--- src/rtl/uart_rx_param_pkg.sv ---
// Shared UART receiver definitions: parity encodings, FSM states and the 3-sample vote.
// Intended to be reused by the matching transmitter.
package uart_rx_param_pkg;

  localparam int PAR_NONE = 0;
  localparam int PAR_ODD  = 1;
  localparam int PAR_EVEN = 2;

  typedef enum logic [2:0] {
    ST_IDLE,
    ST_START,
    ST_DATA,
    ST_PARITY,
    ST_STOP,
    ST_BREAK
  } rx_state_t;

  function automatic logic majority3(input logic a, input logic b, input logic c);
    return (a & b) | (a & c) | (b & c);
  endfunction

endpackage

--- src/rtl/uart_rx_sync.sv ---
// Two-flop synchroniser for the asynchronous RX pin plus falling-edge detect.
// All flops reset to 1 so a line that idles high gives no edge after reset.
module uart_rx_sync (
  input  logic i_clk_sys,
  input  logic i_rst,
  input  logic i_rx,
  output logic rx_s,
  output logic fall_edge
);

  logic rx_meta;
  logic rx_s_d1;

  always_ff @(posedge i_clk_sys) begin
    if (i_rst) begin
      rx_meta <= 1'b1;
      rx_s    <= 1'b1;
      rx_s_d1 <= 1'b1;
    end else begin
      rx_meta <= i_rx;
      rx_s    <= rx_meta;
      rx_s_d1 <= rx_s;
    end
  end

  assign fall_edge = rx_s_d1 & ~rx_s;

endmodule

--- src/rtl/uart_rx_param.sv ---
// Parametrised UART receiver with 3-sample majority vote, start-glitch rejection,
// parity/framing flags and an idle-gap burst delimiter.
//
// state     | meaning
// ST_IDLE   | line idle, waiting for a falling edge
// ST_START  | start bit; a high vote means a glitch and returns to idle
// ST_DATA   | shifting in DATA_BITS, LSB first
// ST_PARITY | parity bit check
// ST_STOP   | stop bit(s); leaves at mid-bit of the last one
// ST_BREAK  | line still low after the frame; wait for it to go high
module uart_rx_param
  import uart_rx_param_pkg::*;
#(
  parameter int CLK_FREQ      = 50_000_000,
  parameter int BAUD_RATE     = 9600,
  parameter int DATA_BITS     = 8,
  parameter int PARITY        = 0,
  parameter int STOP_BITS     = 1,
  parameter int IDLE_GAP_BITS = 0
) (
  input  logic                 i_clk_sys,
  input  logic                 i_rst,
  input  logic                 i_rx,
  output logic [DATA_BITS-1:0] o_rx_data,
  output logic                 o_rx_valid,
  output logic                 o_parity_err,
  output logic                 o_frame_err,
  output logic                 o_busy,
  output logic                 o_idle_gap
);

  localparam int CLKS_PER_BIT = CLK_FREQ / BAUD_RATE;
  localparam int HALF         = CLKS_PER_BIT / 2;
  localparam int CNT_W        = $clog2(CLKS_PER_BIT);
  localparam int GAP_CLKS     = IDLE_GAP_BITS * CLKS_PER_BIT;
  localparam int GAP_W        = (GAP_CLKS > 1) ? $clog2(GAP_CLKS) : 1;

  localparam logic [CNT_W-1:0] CNT_LAST  = CNT_W'(CLKS_PER_BIT - 1);
  localparam logic [CNT_W-1:0] SMP_EARLY = CNT_W'(HALF - 1);
  localparam logic [CNT_W-1:0] SMP_MID   = CNT_W'(HALF);
  localparam logic [CNT_W-1:0] SMP_LATE  = CNT_W'(HALF + 1);
  localparam logic [3:0]       DATA_LAST = 4'(DATA_BITS - 1);
  localparam logic [3:0]       STOP_LAST = 4'(STOP_BITS - 1);

  logic                 rx_s;
  logic                 fall_edge;
  rx_state_t            state, state_nxt;
  logic [CNT_W-1:0]     baud_cnt;
  logic                 smp_early, smp_mid;
  logic [3:0]           bit_cnt;
  logic [DATA_BITS-1:0] shreg;
  logic                 par_err_acc, frm_err_acc;
  logic [DATA_BITS-1:0] rx_data;
  logic                 rx_valid, parity_err, frame_err;
  logic                 decide, vote, exp_par, done;

  uart_rx_sync u_sync (
    .i_clk_sys (i_clk_sys),
    .i_rst     (i_rst),
    .i_rx      (i_rx),
    .rx_s      (rx_s),
    .fall_edge (fall_edge)
  );

  assign decide  = (baud_cnt == SMP_LATE);
  assign vote    = majority3(smp_early, smp_mid, rx_s);
  assign exp_par = (PARITY == PAR_ODD) ? ~^shreg : ^shreg;

  always_ff @(posedge i_clk_sys) begin
    if (i_rst) state <= ST_IDLE;
    else       state <= state_nxt;
  end

  always_comb begin
    state_nxt = state;
    done      = 1'b0;
    unique case (state)
      ST_IDLE:   if (fall_edge) state_nxt = ST_START;
      ST_START:  if (decide) state_nxt = vote ? ST_IDLE : ST_DATA;
      ST_DATA:   if (decide && bit_cnt == DATA_LAST)
                   state_nxt = (PARITY == PAR_NONE) ? ST_STOP : ST_PARITY;
      ST_PARITY: if (decide) state_nxt = ST_STOP;
      ST_STOP:   if (decide && bit_cnt == STOP_LAST) begin
                   done      = 1'b1;
                   state_nxt = rx_s ? ST_IDLE : ST_BREAK;
                 end
      ST_BREAK:  if (rx_s) state_nxt = ST_IDLE;
      default:   state_nxt = ST_IDLE;
    endcase
  end

  always_ff @(posedge i_clk_sys) begin
    if (i_rst) begin
      baud_cnt    <= '0;
      smp_early   <= 1'b0;
      smp_mid     <= 1'b0;
      bit_cnt     <= '0;
      shreg       <= '0;
      par_err_acc <= 1'b0;
      frm_err_acc <= 1'b0;
      rx_data     <= '0;
      rx_valid    <= 1'b0;
      parity_err  <= 1'b0;
      frame_err   <= 1'b0;
    end else begin
      // Held at zero in idle, so the first count after the edge is 0.
      if (state == ST_IDLE || baud_cnt == CNT_LAST) baud_cnt <= '0;
      else                                          baud_cnt <= baud_cnt + CNT_W'(1);

      if (baud_cnt == SMP_EARLY) smp_early <= rx_s;
      if (baud_cnt == SMP_MID)   smp_mid   <= rx_s;

      if (state != state_nxt) bit_cnt <= '0;
      else if (decide && (state == ST_DATA || state == ST_STOP)) bit_cnt <= bit_cnt + 4'd1;

      if (state == ST_START) begin
        par_err_acc <= 1'b0;
        frm_err_acc <= 1'b0;
      end
      if (state == ST_DATA && decide)                    shreg       <= {vote, shreg[DATA_BITS-1:1]};
      if (state == ST_PARITY && decide && vote != exp_par) par_err_acc <= 1'b1;
      if (state == ST_STOP && decide && !vote)           frm_err_acc <= 1'b1;

      rx_valid <= done;
      if (done) begin
        rx_data    <= shreg;
        parity_err <= par_err_acc;
        frame_err  <= frm_err_acc | ~vote;
      end
    end
  end

  generate
    if (IDLE_GAP_BITS > 0) begin : g_gap
      logic [GAP_W-1:0] gap_cnt;
      logic             armed;
      logic             gap_pulse;

      // A falling edge is checked before the threshold so it always wins.
      always_ff @(posedge i_clk_sys) begin
        if (i_rst) begin
          gap_cnt   <= '0;
          armed     <= 1'b0;
          gap_pulse <= 1'b0;
        end else begin
          gap_pulse <= 1'b0;
          if (rx_valid) begin
            gap_cnt <= '0;
            armed   <= 1'b1;
          end else if (fall_edge) begin
            gap_cnt <= '0;
          end else if (armed && state == ST_IDLE) begin
            if (gap_cnt == GAP_W'(GAP_CLKS - 1)) begin
              gap_pulse <= 1'b1;
              armed     <= 1'b0;
              gap_cnt   <= '0;
            end else begin
              gap_cnt <= gap_cnt + GAP_W'(1);
            end
          end
        end
      end

      assign o_idle_gap = gap_pulse;
    end else begin : g_no_gap
      assign o_idle_gap = 1'b0;
    end
  endgenerate

  assign o_rx_data    = rx_data;
  assign o_rx_valid   = rx_valid;
  assign o_parity_err = parity_err;
  assign o_frame_err  = frame_err;
  assign o_busy       = (state != ST_IDLE);

endmodule

--- config.mk ---
export PLATFORM = sky130hd
export DESIGN_NAME = uart_rx_param
export DESIGN_NICKNAME = d
export VERILOG_FILES = /design/src/rtl/uart_rx_param_pkg.sv /design/src/rtl/uart_rx_sync.sv /design/src/rtl/uart_rx_param.sv
export SDC_FILE = /design/constraint.sdc
export NUM_CORES = 1
export LEC_CHECK = 0
export BUFFER_PORTS_ARGS = -buffer_cell sky130_fd_sc_hd__clkbuf_2
export CAP_MARGIN = 10
export CORE_AREA = 2 2 96 98
export CTS_CLUSTER_DIAMETER = 30
export DETAILED_ROUTE_END_ITERATION = 6
export DIE_AREA = 0 0 98 100
export PLACE_DENSITY = 0.43
export SLEW_MARGIN = 30
export SYNTH_ARGS = -nofsm -noshare
export SYNTH_HDL_FRONTEND = slang
export SYNTH_SLANG_ARGS = --single-unit
--- constraint.sdc ---
create_clock -name i_clk_sys -period 2 [get_ports i_clk_sys]
set_input_delay 0 -clock i_clk_sys [delete_from_list [all_inputs] [get_ports i_clk_sys]]
set_output_delay 0 -clock i_clk_sys [all_outputs]
set_load 0.01 [all_outputs]
# Word level (Yosys, flattened, before mapping)
# Cells that the tools add are included.
# word_totals
ff_bits,46
inputBits,3
output_inout_bits,13
elab_cells,71
# classes
addsub,2
eq_ne,12
mux,14
n_bitwise,9
n_reduce_logical,19
# ops
op,count
$eq A13 B12 Y1 const B,3
$mux W3,7
$pmux W3 S6,1
$add A13 B1 Y13 const B,1
$eq A13 B13 Y1 const B,1
$logic_and A1 B1 Y1,8
$reduce_xor A8 Y1,1
$eq A3 B2 Y1 const B,2
$eq A3 B3 Y1 const B,2
$mux W1,5
$add A4 B1 Y4 const B,1
$and A1 B1 Y1,4
$eq A4 B3 Y1 const B,1
$logic_not A4 Y1,1
$reduce_bool A2 Y1,2
$reduce_or A2 Y1,2
$eq A3 B1 Y1 const B,1
$logic_not A3 Y1,1
$ne A3 B3 Y1,1
$or A1 B1 Y1,3
$reduce_bool A3 Y1,1
$logic_or A1 B1 Y1,2
$mux W2,1
$not A1 Y1,2
other kinds (2),2

# Logic depth before layout (Yosys ltp)
# Gate-level depths: netlist of run 1.
# depth
depth_word,8
ltp_mapped,8
depth_no_buf,7

# Modules after synthesis
# A second synthesis of run 1 with hierarchy kept.
# unflattened
cells_unflattened,236
hier_area_um2,2193.4
# modules_own_cells
mod,n_inst,cells_per_inst,area_each_um2,seq_area_each_um2
uart_rx_param,1,229,2108.3,860.8
uart_rx_sync,1,7,85.1,60.1

# Worst setup path after synthesis of run 1
# OpenSTA, ideal clock, no wires.
# synth_timing
path_type,reg-to-reg
from,register baud_cnt[0]
to,"register frame_err, in the netlist o_frame_err"
setup_ns,0.129
arrival_time_ns,1.750
t_required_ns,1.871
setup_slack_ns,0.120
stages_incl_launch_ff,8
path_buffers,1
period_less_slack_ns,1.880
cell_sequence,dfxtp_1 > ha_1 > nand3_1 > nor4b_1 > nand3_1 > clkbuf_1 > nor3b_1 > nor3_1
# synth_between
elab_chain_cells,4
# synth_rtl
item,line_no,source
"start, declared",uart_rx_param.sv:48,logic [CNT_W-1:0] baud_cnt;
"start signal, assigned",uart_rx_param.sv:108,else baud_cnt <= baud_cnt + CNT_W'(1);
$eq A13 B12 Y1,uart_rx_param.sv:65,assign decide = (baud_cnt == SMP_LATE);
$logic_and A1 B1 Y1,uart_rx_param.sv:83,ST_STOP: if (decide && bit_cnt == STOP_LAST) begin
$mux W1,uart_rx_param.sv:83,
$mux W1,uart_rx_param.sv:77,unique case (state)
"end signal, assigned",uart_rx_param.sv:128,frame_err <= frm_err_acc | ~vote;
"end, declared",uart_rx_param.sv:54,"logic rx_valid, parity_err, frame_err;"
# No other way between the ends.
# A chain may end at the register's enable or synchronous reset.

# Worst setup path in the final report of run 1
# layout_timing
from,register baud_cnt[7]
to,register bit_cnt[3]
# layout_between
elab_chain_cells,6
elab_cells_between_ends,11
cone_classes,2 x eq/ne; 5 x mux; 4 x reduce/logical
# layout_rtl
item,line_no,source
$eq A13 B12 Y1 *,uart_rx_param.sv:65,
$logic_and A1 B1 Y1 (on tied branches),"uart_rx_param.sv:83, uart_rx_param.sv:80",
$mux W3 (on tied branches),"uart_rx_param.sv:83, uart_rx_param.sv:80",
$pmux W3 S6,uart_rx_param.sv:77,
$ne A3 B3 Y1,uart_rx_param.sv:113,if (state != state_nxt) bit_cnt <= '0;
$reduce_or A2 Y1 (no line),-,
"end signal, assigned",uart_rx_param.sv:114,else if (decide && (state == ST_DATA || state == ST_STOP)) bit_cnt <= bit_cnt + 4'd1;
"end, declared",uart_rx_param.sv:50,logic [3:0] bit_cnt;
# Mark *: on every way between the ends. The rest lies on a longest branch, timed or not.

==> impl_metrics.toml, run 1 <==
[logic_synthesis]
ys_seq_area_frac = 0.4319
synth_nets = 251
synth_area_um2 = 2132
synth_edf_count = 0
netlist.area_leader.share = 0.4319
yosysMostFrequentCell = "dfxtp_1"
ys_warn_count = 0
async_flop_share = 0
ys_types = 50
synthTopCellsByArea = "dfxtp_1 (43%), nor2_1 (5.8%), xnor2_1 (5.3%)"
yosys_register_bits = 46
syn_inst = 243
avgSynthCellArea_um2 = 8.774
synth_largest_area_cell = "dfxtp_1"
synthTopCellsByCount = "dfxtp_1 (46), nor2_1 (33), nand2_1 (24), a21oi_1 (14), nand3_1 (14)"
synthFlopType = "dfxtp_1"

[timing]
relSlewSlack = 0.6638
rsz0062_at_grt = "no"
slew_violations = 0
finalHoldViolations = 0
final.setup_skew_ns = 0.006877
fin_crit_ns = 1.887
finalSetupViolations = 0
tightest_slew_ns = 0.5036
tns_ns = 0
max_freq_mhz = 530.1
period_share = 0.9433
setup_ws_ns = 0.1134

[power]
power_density_nw_per_um2 = 612.9
p_leak_nw = 0.9501
peakVddDrop_mv = 0.3447
total_power_mw = 1.560

[setup_path]
rr_startpoint = "baud_cnt[7]"
path_cells = "or4b_4, nor4_4, buf_6, nand2_4, or3_1, a21oi_1"
cp_max_fo = 11
startpoint = "baud_cnt[7]"
crit_buf_inv = 1
crit_type = "flip-flop to flip-flop"
end_kind = "flip-flop"
r2r_cells = 6
cp.required_ns = 2.23
slowest_stage = "or4b_4"
rr_endpoint = "bit_cnt[3]"
cp.arrival_ns = 2.12
critical_path.startpoint_type = "flip-flop"
crit_family = "simple AND/OR/NAND/NOR gates"
regToRegSetupSlack_ns = 0.11
slowest_delay_ns = 0.56

[global_routing]
grt_busiest_layer = "met2"
grt_usage = 0.09515
antenna_found_initial = 0
gr-usage-met1 = 0.1221
grt_overflow = 0
grt_pass1_wl_mm = 7.569
grt_pass1_vias = 1617
grt_util_met2 = 0.1575
grt_max_degree = 29
grt_util_met3 = 0.02716

[drt]
drt-total-wl_mm = 4.346
drc = 0
drt_iter0_drc = 39
wl_per_cell_um = 11.47
antenna_left = 0
num_vias = 1666
dr.pass1.iters = 4
viasPerCell = 4.396

[cts]
cts.sinks = 46
cts_tree = "done"
clockRootBuffer = "clkbuf_8"
cts_max_level = 2
clock_latency_ns = 0.30
numCtsBuffers = 5
clk_path_buf_depth = 2
clk_pin_slew_ns = 0.09

[finish]
fill_cells = 988
fin_area_um2 = 2545
fin_cells = 379
area_growth_pct = 19.37
antenna_cells = 0
layout-drive-gt1-share = 0.1866
nets = 275

[placed_design]
gp_congestion = 0.7737
dpl.cell_count = 370
dp_slack_ns = 0.02875
hpwl_mm = 3.038
io_buffers = 14
dpl_cell_area_um2 = 2404

[floorplanning]
pin_count = 16
die_h_um = 100
fp.dieW_um = 98
row_count = 35
design.die.area_um2 = 9800
core_um2 = 8890
initial_core_util = 0.2398

[run_status]
status = "finished, final reports clean"

[min_path]
hp-class = "primary input to flip-flop"
hold_depth = 3
worst_hold_path.endpoint = "par_err_acc"
hold_start = "i_rst"

[run]
drv_cap = 0
logic make-up after synthesis:
family / Yosys count / share of synthesized area
simple gates: 101 / 0.2424
flops: 46 / 0.4319
compound gates: 35 / 0.1056
buf+inv: 24 / 0.04871
xor+xnor: 20 / 0.08861
mux: 10 / 0.04695
fa+ha+maj: 6 / 0.03404
other cells: 1 / 0.001759
metrics by stage:
| stage | hold slack (ns) | util |
|---|---|---|
| global route | 0.05291 | 0.2863 |
| detailed placement | 0.1872 | 0.2704 |
| CTS | 0.03582 | 0.2821 |
| global placement | 0.1844 | 0.2704 |
| finish | 0.03939 | 0.2863 |
| floorplan | 0.1038 | - |
cells in the final DEF (no fill, tap or decap), drive strengths merged, types with 2 or more instances in the layout:
| cell type | count |
|---|---|
| mux2i | 10 |
| inv | 12 |
| nor2 | 33 |
| a21oi | 14 |
| nand4 | 4 |
| o21ai | 7 |
| nor3 | 7 |
| nand3 | 15 |
| nor4 | 2 |
| buf | 15 |
| xor2 | 6 |
| or4b | 2 |
| nand2 | 25 |
| o311a | 2 |
| dfxtp | 46 |
| clkbuf | 19 |
| or3 | 3 |
| or2 | 3 |
| xnor2 | 13 |
| ha | 5 |
sequential cells by signal, indices dropped and copies added (netlist names):
signal	count
o_frame_err	1
smp_mid	1
state	3
shreg	8
baud_cnt	13
frm_err_acc	1
bit_cnt	4
u_sync.rx_s	1
o_rx_data	8
par_err_acc	1
o_parity_err	1
o_rx_valid	1
u_sync.rx_meta	1
u_sync.rx_s_d1	1
smp_early	1
where the power goes:
| group | internal [mW] | total, mW | switching (mW) |
|---|---|---|---|
| logic | 0.0153 | 0.0433 | 0.0280 |
| registers | 0.919 | 0.925 | 0.00544 |
| clock network | 0.253 | 0.592 | 0.339 |
| total | 1.19 | 1.56 | 0.373 |
cell type report:
type,instances,area [um2],area share
multi-input cells,173,1137,0.4469
flip-flops and latches,46,920.9,0.3618
repair buffers,30,212.7,0.08358
well taps,111,138.9,0.05457
clock buffers,5,68.82,0.02704
inverters,11,41.29,0.01622
clock inverters,3,25.02,0.009833
what timing repair did:
action / in CTS / in global routing
resized for setup: 0 / 7
buffers inserted: 0 / 0
hold buffers: 1 / 0
hold endpoints to repair: 1 / 0
setup endpoints to repair: 0 / 23
worst max-delay path by stage:
| stage | endpoint | depth (start not counted) | slack, ns |
|---|---|---|---|
| final | bit_cnt[3] | 6 | 0.11 |
| after global routing | state[0] | 7 | 0.02 |
| after CTS | bit_cnt[0] | 7 | 0.01 |
| after detailed placement | bit_cnt[0] | 7 | 0.03 |
| after global placement | shreg[2] | 6 | 0.09 |
| after floorplan | o_frame_err | 7 | 0.12 |
worst min-delay path: cells and delay by family:
family | cells | cell delay [ns]
compound gates | 1 | 0.13
buf+inv | 2 | 0.18
routing by layer:
metal  part of all wire  vias up  wire, um
met1               0.51      763      2220
met5                  0        -         0
met2               0.45       19      1976
met3              0.028        2       121
met4             0.0064        0        28
li1                   -      882         -
Note: power is estimated with default switching activity, not from simulation.
==> run 2: changes to the inputs <==
ABC_AREA = 1   (was not set)
BUFFER_PORTS_ARGS = -buffer_cell sky130_fd_sc_hd__buf_4   (was -buffer_cell sky130_fd_sc_hd__clkbuf_2)
CORE_AREA = 2 2 98 100   (was 2 2 96 98)
DIE_AREA = 0 0 100 102   (was 0 0 98 100)
PLACE_DENSITY = 0.44   (was 0.43)
==> impl_metrics.toml, run 2 <==
[floorplanning]
die_h_um = 102
pin_count = 16
initial_core_util = 0.2462
row_count = 35
design.die.area_um2 = 10200
fp.dieW_um = 100
core_um2 = 9109

[cts]
cts_max_level = 2
clock_latency_ns = 0.31
cts.sinks = 46
cts_resized = 0
clockRootBuffer = "clkbuf_8"
numCtsBuffers = 5
cts_setup_buffers = 0
clk_pin_slew_ns = 0.10
cts_tree = "done"
clk_path_buf_depth = 2

[setup_path]
cp_max_fo = 21
end_kind = "flip-flop"
path_cells = "inv_1, ha_1, nand3_2, nor2_8, nand2_4, nor2_4, nand2_2, o21ai_0, a21oi_1"
regToRegSetupSlack_ns = 0.21
rr_startpoint = "baud_cnt[1]"
rr_endpoint = "o_rx_data[1]"
critical_path.startpoint_type = "flip-flop"
r2r_cells = 9
cp.arrival_ns = 1.99
crit_family = "simple AND/OR/NAND/NOR gates"
slowest_delay_ns = 0.32
crit_type = "flip-flop to flip-flop"
cp.required_ns = 2.20
slowest_stage = "dfxtp_1"
crit_buf_inv = 1

[min_path]
hold_start = "u_sync.rx_meta"
worst_hold_path.endpoint = "u_sync.rx_s"
hold_depth = 1
hp-class = "flip-flop to flip-flop"

[run_status]
status = "finished, final reports clean"

[logic_synthesis]
ys_warn_count = 0
synthTopCellsByArea = "dfxtp_1 (41%), inv_1 (7.9%), nand2_1 (7.0%)"
avgSynthCellArea_um2 = 7.351
async_flop_share = 0
synth_nets = 313
synth_largest_area_cell = "dfxtp_1"
synthTopCellsByCount = "inv_1 (47), dfxtp_1 (46), nand2_1 (42), nor2_1 (39)"
synth_area_um2 = 2242
yosysMostFrequentCell = "inv_1"
netlist.area_leader.share = 0.4107
ys_seq_area_frac = 0.4107
synthFlopType = "dfxtp_1"
ys_types = 33
syn_inst = 305
yosys_register_bits = 46
synth_edf_count = 0

[timing]
finalHoldViolations = 0
tightest_slew_ns = 0.6502
setup_ws_ns = 0.2080
final.setup_skew_ns = 0.008371
period_share = 0.8960
fin_crit_ns = 1.792
relSlewSlack = 0.5625
slew_violations = 0
max_freq_mhz = 558.0
rsz0062_at_grt = "no"
holdWs_ns = 0.4159
finalSetupViolations = 0
tns_ns = 0

[power]
peakVddDrop_mv = 0.2172
power_density_nw_per_um2 = 607.7
p_leak_nw = 1.026
total_power_mw = 1.580

[global_routing]
grt_overflow = 0
grt_pass1_wl_mm = 7.817
antenna_found_initial = 0
grt_pass1_vias = 1724
grt_max_degree = 22
grt_usage = 0.09557

[drt]
drc = 0
dr.pass1.iters = 4
antenna_left = 0
num_vias = 1824
viasPerCell = 4.164
drt_iter0_drc = 91
wl_per_cell_um = 10.25
drt-total-wl_mm = 4.489

[placed_design]
dpl.cell_count = 428
dp_slack_ns = 0.1892
io_buffers = 14
gp_congestion = 0.7454
hpwl_mm = 3.294

[finish]
fill_cells = 1003
top_register = "baud_cnt"
antenna_cells = 0
final_cell_mix = "inv_1 (47), dfxtp_1 (46), nand2_1 (42)"
regArea_um2 = 920.9
nets = 334
layout-drive-gt1-share = 0.1498
fin_cells = 438
layout_commonest_cell = "inv_1"
area_growth_pct = 15.96
multi_input_area_um2 = 1089
largest_reg_flops = 13

[run]
drv_cap = 0
## run 2: cell types whose count changed in the layout (fill, tap and decap cells not counted), sizes merged, moves of 6 or more
cell / before / now
inv: 12 / 51
nand2: 25 / 45
o21ai: 7 / 22
clkbuf: 19 / 5
nor2: 33 / 47
mux2i: 10 / 0
a21oi: 14 / 22
xnor2: 13 / 5
nand4: 4 / 10
## run 2: worst max path at each step
stage	start	end	slack, ns	depth (start not counted)
finish	baud_cnt[1]	o_rx_data[1]	0.21	9
global route	baud_cnt[1]	o_rx_data[2]	0.03	9
CTS	baud_cnt[1]	o_rx_data[1]	0.18	9
detailed placement	baud_cnt[1]	o_rx_data[1]	0.19	9
global placement	baud_cnt[1]	o_frame_err	0.27	9
floorplan	baud_cnt[1]	o_parity_err	0.47	10
## run 2: report_power, final
| group | switching, mW | leakage (nW) | internal [mW] |
|---|---|---|---|
| logic | 0.0331 | 0.610 | 0.0209 |
| clock network | 0.350 | 0.0447 | 0.253 |
| registers | 0.00413 | 0.371 | 0.919 |
| total | 0.387 | 1.03 | 1.19 |
## run 2: logic make-up (layout without fill, tap and decap cells)
kind of cell | Yosys count | after routing | share of synthesized area
xor gates and xnor gates | 11 | 11 | 0.04297
adders and majority gates | 5 | 5 | 0.02790
and+or+nand+nor | 136 | 136 | 0.2969
other | 1 | 1 | 0.001673
DFF | 46 | 46 | 0.4107
buffers and inverters | 58 | 80 | 0.1038
AOI/OAI and AO/OA | 48 | 48 | 0.1161
## run 2: worst register-to-register path, cell delays in order, from the launching register on
cell     delay [ns]
dfxtp_1        0.32
inv_1          0.11
ha_1           0.17
nand3_2        0.13
nor2_8         0.18
nand2_4        0.09
nor2_4         0.14
nand2_2        0.23
o21ai_0        0.27
a21oi_1        0.06
## run 2: metrics by stage
stage               area [um2]  utilization
finish                    2600       0.2854
global route              2600       0.2854
CTS                       2600       0.2854
detailed placement        2486       0.2729
global placement          2486       0.2729
floorplan                 2242            -
## run 2: what timing repair did
action | CTS | global route
endpoints found under the hold margin | 8 | 0
hold buffers | 2 | 0
setup endpoints to repair | 0 | 0
## run 2: cell type report
class                           count  share of cell area
Clock inverter                      3            0.009625
Clock buffer                        5             0.02647
Inverter                           50             0.07218
Sequential cell                    46              0.3542
Multi-Input combinational cell    201              0.4187
Tap cell                          111             0.05342
Timing Repair Buffer               22             0.06545
## run 2: per-layer routing
layer	track usage	vias up	wire length (um)
li1	-	1013	-
met1	0.1270	781	2301
met2	0.1507	23	1995
met3	0.02462	7	139
met4	0.03477	0	53
met5	0	-	0
==> run 3: changes to the inputs <==
REMOVE_ABC_BUFFERS = 1   (was not set)
SYNTH_HIERARCHICAL = 1   (was not set)
==> impl_metrics.toml, run 3 <==
[run_status]
status = "finished, final reports clean"

[power]
peakVddDrop_mv = 0.2147
power_density_nw_per_um2 = 617.1
p_leak_nw = 1.028
total_power_mw = 1.607

[logic_synthesis]
synthTopCellsByArea = "dfxtp_1 (41%), inv_1 (7.7%), nand2_1 (6.9%)"
yosys_register_bits = 46
synth_edf_count = 0
avgSynthCellArea_um2 = 7.263
synthFlopType = "dfxtp_1"
synth_area_um2 = 2237
async_flop_share = 0
netlist.area_leader.share = 0.4116
ys_warn_count = 6
syn_inst = 308
ys_types = 32
synthTopCellsByCount = "dfxtp_1 (46), inv_1 (46), nand2_1 (41), nor2_1 (36), nand3_1 (20)"
synth_largest_area_cell = "dfxtp_1"
ys_seq_area_frac = 0.4116

[timing]
tns_ns = 0
slew_violations = 0
period_share = 0.8374
finalHoldViolations = 0
fin_crit_ns = 1.675
max_freq_mhz = 597.1
rsz0062_at_grt = "no"
finalSetupViolations = 0
final.setup_skew_ns = 0.01589

[global_routing]
grt_usage = 0.09950
gr-usage-met1 = 0.1236
grt_busiest_layer = "met2"
grt_pass1_wl_mm = 8.259
grt_max_degree = 21
antenna_found_initial = 0
grt_pass1_vias = 1888
grt_overflow = 0
grt_util_met2 = 0.1710
grt_util_met3 = 0.02394

[cts]
clockRootBuffer = "clkbuf_8"
cts.sinks = 46
numCtsBuffers = 5
clock_latency_ns = 0.31
cts_tree = "done"
cts_max_level = 2
clk_path_buf_depth = 2
clk_pin_slew_ns = 0.11

[floorplanning]
core_um2 = 9109
design.die.area_um2 = 10200
pin_count = 16
die_h_um = 102
row_count = 35
initial_core_util = 0.2456
fp.dieW_um = 100

[setup_path]
crit_type = "flip-flop to flip-flop"
cp_max_fo = 20
cp.arrival_ns = 1.88
end_kind = "flip-flop"
cp.required_ns = 2.20
r2r_cells = 10
critical_path.startpoint_type = "flip-flop"
regToRegSetupSlack_ns = 0.33

[placed_design]
io_buffers = 14
gp_congestion = 0.7786
hpwl_mm = 3.303

[finish]
final_cell_mix = "inv_1 (46), dfxtp_1 (46), nand2_1 (41)"
antenna_cells = 0
top_register = "baud_cnt"
multi_input_area_um2 = 1077
area_growth_pct = 16.39
largest_reg_flops = 13
nets = 337
layout-drive-gt1-share = 0.1394
regArea_um2 = 920.9
fill_cells = 1015
fin_util = 0.2859

[drt]
drt_iter0_drc = 66
dr.pass1.iters = 4
viasPerCell = 4.308
antenna_left = 0
wl_per_cell_um = 10.17
drc = 0
num_vias = 1900
drt-total-wl_mm = 4.484

[run]
drv_cap = 0

[min_path]
hold_depth = 4
hp-class = "primary input to flip-flop"
run 3: final cells by class:
cell class / count / share of cell area
Timing Repair Buffer: 21 / 0.06247
Multi-Input combinational cell: 200 / 0.4137
Clock inverter: 3 / 0.01105
Sequential cell: 46 / 0.3537
Inverter: 55 / 0.07929
Clock buffer: 5 / 0.02643
Tap cell: 111 / 0.05334
run 3: routing by layer:
layer,part of all wire,wire length [um],vias to the layer above
li1,-,-,1028
met1,0.50,2253,841
met2,0.46,2056,29
met3,0.030,136,2
met4,0.0085,38,0
met5,0,0,-
run 3: worst max-delay path, cell delays in order, from the launching register on:
cell and delay, ns:
dfxtp_1 0.32, inv_1 0.09, ha_1 0.14, nand3_1 0.12, nor2_4 0.21, nand2_4 0.11
nor2_2 0.11, nand2_1 0.08, buf_4 0.20, o21ai_1 0.14, a21oi_1 0.05
run 3: stage by stage:
stage / cells / hold slack (ns) / instance area (um2) / setup WS [ns]
after detailed placement: 431 / 0.1774 / 2486 / 0.3004
after CTS: 441 / 0.4061 / 2604 / 0.3032
after floorplan: 301 / 0.06907 / 2205 / 0.2676
final: 441 / 0.4134 / 2604 / 0.3251
after global placement: 431 / 0.1749 / 2486 / 0.3068
after global routing: 441 / 0.4453 / 2604 / 0.03867
run 3: power breakdown:
group / switching (mW) / internal (mW) / total [mW] / leakage [nW]
sequential: 0.00464 / 0.920 / 0.924 / 0.371
clock: 0.363 / 0.262 / 0.625 / 0.0506
combinational: 0.0355 / 0.0222 / 0.0577 / 0.606
total: 0.403 / 1.20 / 1.61 / 1.03
run 3: worst paths after layout:
check / from / end
max: baud_cnt[1] / o_rx_data[2]
min: i_rx / u_sync/rx_meta
max reg2reg: baud_cnt[1] / o_rx_data[2]
min reg2reg: u_sync/rx_meta / u_sync/rx_s
run 3: timing repair:
| action | CTS | global route |
|---|---|---|
| hold buffers | 2 | 0 |
| resized for setup | 0 | 0 |
| buffers inserted | 0 | 0 |
| endpoints found under the hold margin | 8 | 0 |
run 3: cell families after synthesis:
| family | after synthesis | share of synthesized area |
|---|---|---|
| compound gates | 48 | 0.1197 |
| xor+xnor | 13 | 0.05090 |
| fa+ha+maj | 5 | 0.02796 |
| buf+inv | 62 | 0.1068 |
| flops | 46 | 0.4116 |
| other cells | 1 | 0.001676 |
| simple gates | 133 | 0.2813 |
